==> src/rtl/regfile_arb_pkg.sv <==
// Shared types and default widths for the register-file write-port arbiter.
package regfile_arb_pkg;

  typedef enum logic [1:0] {
    IDLE  = 2'd0,
    WRITE = 2'd1,
    STALL = 2'd2
  } arbState_e;

  localparam int DEFAULT_NUM_REQ = 3;
  localparam int DEFAULT_ADDR_W  = 2;
  localparam int DEFAULT_DATA_W  = 32;
  localparam int DEFAULT_CNT_W   = 16;

  // A single requester still needs a 1-bit pointer so the port is never zero-width.
  function automatic int ptrWidth(input int numReq);
    return (numReq > 1) ? $clog2(numReq) : 1;
  endfunction

endpackage

==> src/rtl/regfile_write_arbiter_rr_pick.sv <==
// Combinational round-robin pick: first requesting index scanning Ptr, Ptr+1, ... mod NUM_REQ.
module rr_pick #(
  parameter int NUM_REQ = 3,
  parameter int PTR_W   = 2
) (
  input  logic [NUM_REQ-1:0] Req,
  input  logic [PTR_W-1:0]   Ptr,
  output logic [NUM_REQ-1:0] Grant,
  output logic [PTR_W-1:0]   Index,
  output logic               Valid
);

  int cand;

  // NOTE: every output is given a default before the search loop so no path
  // leaves it unassigned; a missing default here would infer a latch.
  always_comb begin
    Grant = '0;
    Index = '0;
    Valid = 1'b0;
    cand  = 0;
    for (int k = 0; k < NUM_REQ; k++) begin
      cand = int'(Ptr) + k;
      if (cand >= NUM_REQ) begin
        cand = cand - NUM_REQ;
      end
      for (int i = 0; i < NUM_REQ; i++) begin
        if (!Valid && (i == cand) && Req[i]) begin
          Valid    = 1'b1;
          Grant[i] = 1'b1;
          Index    = PTR_W'(i);
        end
      end
    end
  end

endmodule

==> src/rtl/regfile_write_arbiter.sv <==
// Round-robin arbiter sharing the register-file write port among NUM_REQ writeback sources.
// Optional REGFILE_ARB_ZERO_DROP_EN: granted writes to register 0 are consumed without a RegWrite.
module regfile_write_arbiter
  import regfile_arb_pkg::*;
#(
  parameter int NUM_REQ = DEFAULT_NUM_REQ,
  parameter int ADDR_W  = DEFAULT_ADDR_W,
  parameter int DATA_W  = DEFAULT_DATA_W,
  parameter int CNT_W   = DEFAULT_CNT_W
) (
  input  logic                      Clk,
  input  logic                      Reset,
  input  logic [NUM_REQ-1:0]        Req,
  input  logic [NUM_REQ*ADDR_W-1:0] ReqAddr,
  input  logic [NUM_REQ*DATA_W-1:0] ReqData,
  output logic [NUM_REQ-1:0]        Grant,
  input  logic                      Stall,
  output logic                      RegWrite,
  output logic [ADDR_W-1:0]         WriteRegister,
  output logic [DATA_W-1:0]         WriteData,
  output logic                      Busy,
  output logic [CNT_W-1:0]          WriteCount
);

  localparam int PTR_W = ptrWidth(NUM_REQ);

  arbState_e          state;
  arbState_e          stateNext;
  logic [PTR_W-1:0]   ptr;
  logic [PTR_W-1:0]   ptrNext;
  logic [PTR_W-1:0]   pickIndex;
  logic [NUM_REQ-1:0] eligibleReq;
  logic [NUM_REQ-1:0] pickGrant;
  logic               pickValid;
  logic               canGrant;
  logic               issueWrite;
  logic [ADDR_W-1:0]  selAddr;
  logic [DATA_W-1:0]  selData;

  // Reset, Stall and the STALL state all mask requests before the pick, so Grant is zero then.
  assign canGrant    = !Reset && !Stall && (state != STALL);
  assign eligibleReq = canGrant ? Req : '0;

  rr_pick #(
    .NUM_REQ (NUM_REQ),
    .PTR_W   (PTR_W)
  ) u_rr_pick (
    .Req   (eligibleReq),
    .Ptr   (ptr),
    .Grant (pickGrant),
    .Index (pickIndex),
    .Valid (pickValid)
  );

  assign Grant = pickGrant;
  assign Busy  = (state != IDLE);

  always_comb begin
    selAddr = '0;
    selData = '0;
    for (int i = 0; i < NUM_REQ; i++) begin
      if (pickGrant[i]) begin
        selAddr = ReqAddr[i*ADDR_W +: ADDR_W];
        selData = ReqData[i*DATA_W +: DATA_W];
      end
    end
  end

`ifdef REGFILE_ARB_ZERO_DROP_EN
  // Register 0 reads as zero, so its writes are accepted but never reach the port.
  assign issueWrite = pickValid && (selAddr != '0);
`else
  assign issueWrite = pickValid;
`endif

  always_comb begin
    ptrNext = ptr;
    if (pickValid) begin
      ptrNext = (int'(pickIndex) == NUM_REQ - 1) ? '0 : pickIndex + PTR_W'(1);
    end
  end

  always_comb begin
    stateNext = state;
    if (Stall) begin
      stateNext = STALL;
    end else begin
      unique case (state)
        IDLE:    stateNext = pickValid ? WRITE : IDLE;
        WRITE:   stateNext = pickValid ? WRITE : IDLE;
        STALL:   stateNext = IDLE;
        default: stateNext = IDLE;
      endcase
    end
  end

  // NOTE: state is updated with non-blocking assignments so every register
  // samples pre-edge values, independent of statement order.
  always_ff @(posedge Clk) begin
    if (Reset) begin
      state <= IDLE;
      ptr   <= '0;
    end else begin
      state <= stateNext;
      ptr   <= ptrNext;
    end
  end

  // Write port: a grant at edge t drives exactly one RegWrite cycle; reset drops anything pending.
  always_ff @(posedge Clk) begin
    if (Reset) begin
      RegWrite      <= 1'b0;
      WriteRegister <= '0;
      WriteData     <= '0;
    end else begin
      RegWrite <= issueWrite;
      if (issueWrite) begin
        WriteRegister <= selAddr;
        WriteData     <= selData;
      end
    end
  end

  always_ff @(posedge Clk) begin
    if (Reset) begin
      WriteCount <= '0;
    end else if (issueWrite && (WriteCount != '1)) begin
      WriteCount <= WriteCount + CNT_W'(1);
    end
  end

endmodule

==> config.mk <==
export PLATFORM = sky130hd
export DESIGN_NAME = regfile_write_arbiter
export DESIGN_NICKNAME = d
export VERILOG_FILES = /design/src/rtl/regfile_arb_pkg.sv /design/src/rtl/regfile_write_arbiter_rr_pick.sv /design/src/rtl/regfile_write_arbiter.sv
export SDC_FILE = /design/constraint.sdc
export NUM_CORES = 1
export LEC_CHECK = 0
export ABC_AREA = 0
export CAP_MARGIN = 20
export CORE_ASPECT_RATIO = 0.5
export CORE_UTILIZATION = 36
export DETAILED_ROUTE_END_ITERATION = 16
export GPL_ROUTABILITY_DRIVEN = 0
export GPL_TIMING_DRIVEN = 0
export PLACE_DENSITY = 0.77
export SLEW_MARGIN = 20
export SYNTH_ARGS = -nofsm -noshare
export SYNTH_HDL_FRONTEND = slang
export SYNTH_HIERARCHICAL = 1
export SYNTH_SLANG_ARGS = --single-unit
==> constraint.sdc <==
create_clock -name Clk -period 3.22 [get_ports Clk]
set_clock_uncertainty 0.2 [all_clocks]
set_input_delay 0.966 -clock Clk [delete_from_list [all_inputs] [get_ports Clk]]
set_output_delay 0.966 -clock Clk [all_outputs]
set_load 0.02 [all_outputs]
==> impl_metrics.tcl <==
set metrics [dict create \
    hold_ws_ps 270 \
    diodes 0 \
    die_w_um 133 \
    cts_tree "built" \
    status "complete, but fails checks" \
    start_util 0.379 \
    synth_seq_cells 55 \
    dpl_cell_area_sq_um 4930 \
    wirelength_um 10300 \
    hpwl_um 7640 \
    p_comb_frac 0.238 \
    period_minus_slack_ps 3310 \
    wl_per_cell_um 15.5 \
    drive_gt1_frac 0.110 \
    nets 666 \
    hold_buffers 0 \
    internal_power_w 0.00141 \
    grtUsageTotal 0.229 \
    die_y_um 67.6 \
    num_vias 3454 \
    synth_top_family_by_area "simple AND/OR/NAND/NOR gates" \
    cts-root-buf "clkbuf_16" \
    synth.area.mux_share 0.0275 \
    slew-limit-headroom 0.581 \
    cp-start-kind "input pin" \
    vias_per_cell 5.17 \
    synth_nets 484 \
    fin_cells 668 \
    postLayoutCoreUtil 0.645 \
    cts.sinks 55 \
    grt_max_degree 18 \
    ys_warn_count 6 \
    fin_area_sq_um 5270 \
    rows 23 \
    netSwitchingFraction 0.246 \
    synth-adder-area-share 0.0121 \
    violations "setup timing" \
    power_density_nw_per_um2 354 \
    synthSimpleGateAreaFrac 0.325 \
    dp_cells 647 \
    setup_ws_ps -89.3 \
    seq_area_frac_synth 0.356 \
    htree_levels 2 \
    irDropWorstVdd_mv 0.216 \
    worstSetupEndpointType "primary output" \
    fill_cells 741 \
    dieArea_sq_um 8990 \
    antenna_found_initial 0 \
    drc_errors 0 \
    post-route-period-util 1.03 \
    setup_viol_count_final 3 \
    synthXorXnorAreaFrac 0 \
    grt_first_pass_wirelength_um 16100 \
    switching_power_w 0.000460 \
    clk_pin_slew_ps 70 \
    required_ps 2050 \
    critPathKind "input pin to primary output" \
    hold_violations 0 \
    drv_cap 0 \
    postSynthAreaPerCell_sq_um 8.30 \
    ios 163 \
    p_leak_nw 1.88 \
    drtIter0Drc 201 \
    hold_path_class "register to register" \
    p_clk_frac 0.379 \
    portBuffers 162 \
    seqPwrFrac 0.383 \
    synthCells 373 \
    dr.pass1.iters 5 \
    clock_latency_ps 300 \
    fmax_mhz 302 \
    path_max_fanout 4 \
    grt-ovfl-total 0 \
    core_sq_um 8170 \
    slew_viol_final 0 \
    postRouteAntennaNets 0 \
    grt_pass1_vias 3153 \
    cts-buffers-inserted 5 \
    critical_path_arrival_ps 2140 \
    synth_compound_area_frac 0.234 \
    synth_area_sq_um 3090 \
    p_total_w 0.00187 \
    yosys.cell_types.count 43 \
    synthToLayoutAreaGrowth_pct 70.4 \
    tightest_slew_ps 624 \
    rsz0062_at_grt "yes" \
    clk_path_buf_depth 2 \
]
## synthesized netlist by cell type, drive strengths merged
master	count	share of area
ha	3	0.012
and2	6	0.012
mux2i	4	0.013
nor2	17	0.021
o31ai	2	0.0049
nand4	4	0.013
nor3	6	0.0097
o211a	1	0.0032
a211o	1	0.0028
a311oi	2	0.0057
o21ba	1	0.0032
nand2b	73	0.15
a211oi	3	0.0073
nand3b	1	0.0024
nor4	3	0.011
and3	2	0.0040
nor2b	7	0.014
and4	2	0.0057
o211ai	1	0.0024
o41ai	3	0.011
inv	7	0.0085
o221a	1	0.0036
o21ai	3	0.0049
or4	3	0.0073
clkbuf	24	0.029
or2	1	0.0020
nand3	37	0.060
mux2	4	0.015
nand2	9	0.011
nor3b	2	0.0049
a21o	1	0.0024
a21boi	1	0.0036
a21oi	43	0.070
a31o	1	0.0028
buf	6	0.0077
dfxtp	55	0.36
a221o	33	0.11
## repair_timing
item	CTS	global route
pin swaps	6	7
buffers inserted	7	7
resized for setup	37	23
setup endpoints to repair	53	46
endpoints found under the hold margin	0	0
## registers in the layout, summed over array words and instances (netlist names)
name	cells
RegWrite	1
WriteCount	16
WriteData	32
WriteRegister	2
ptr	2
state	2
## through the flow
step / setup TNS [ps] / setup slack (ps)
after global placement: -43500 / -1400
after CTS: -604 / -221
after floorplan: 0 / 18.3
after global routing: -479 / -143
final: -254 / -89.3
after detailed placement: -45220 / -1420
## critical path: stages
cell and delay (ps):
buf_8 80, a211oi_4 40, and2_4 190, buf_6 110, and2_4 150, o41ai_4 380, buf_4 210
## layout make-up
cell class / instances / area, sq um / area share
Clock inverter: 3 / 67.6 / 0.0128
Buffer: 29 / 133 / 0.0251
Clock buffer: 5 / 125 / 0.0237
Tap cell: 112 / 140 / 0.0266
Inverter: 7 / 28.8 / 0.00546
Timing Repair Buffer: 176 / 1750 / 0.331
Multi-Input combinational cell: 281 / 1930 / 0.366
Sequential cell: 55 / 1100 / 0.209
## logic make-up after synthesis
group,after synthesis
adders and majority gates,3
and+or+nand+nor,173
buffers and inverters,37
DFF,55
AOI/OAI and AO/OA,97
muxes,8
## per-layer routing
metal | vias up | global-route usage | part of all wire
met5 | - | 0 | 0
met4 | 0 | 0.0511 | 0.0074
met3 | 6 | 0.0458 | 0.042
met2 | 84 | 0.392 | 0.51
met1 | 1643 | 0.301 | 0.44
li1 | 1721 | - | -
## layout by cell type, fill, tap and decap left out, types with 3 or more instances in the layout
cell type	instances
ha_1	3
clkbuf_2	8
dfxtp_1	55
nand3_1	37
a221o_1	33
clkdlybuf4s50_1	154
clkbuf_1	14
a21oi_1	43
o21ai_0	3
nand4_1	3
nor2_1	17
buf_6	5
inv_1	5
nand2b_1	73
nor3_1	6
nand2_1	8
buf_4	15
or4_1	3
nor2b_1	7
clkbuf_16	5
mux2i_1	4
and2_4	5
buf_2	3
## path summary, 6_finish.rpt
path	cells past startpoint	from	to	slack (ps)
min	2	WriteData[17]$_SDFFE_PP0P_	WriteData[17]$_SDFFE_PP0P_	270
min reg2reg	2	WriteData[17]$_SDFFE_PP0P_	WriteData[17]$_SDFFE_PP0P_	270
max reg2reg	13	state[0]$_SDFF_PP0_	WriteData[30]$_SDFFE_PP0P_	460
max	7	Stall	Grant[2]	-90
## power by group through the flow
stage / Clock, W / Combinational (W) / Sequential, W
finish: 0.000707 / 0.000445 / 0.000715
global route: 0.000739 / 0.000476 / 0.000718
CTS: 0.000711 / 0.000436 / 0.000715
detailed placement: 0 / 0.000423 / 0.000731
global placement: 0 / 0.000419 / 0.000729
floorplan: 0 / 0.000179 / 0.000752
(Power assumes the default switching activity.)
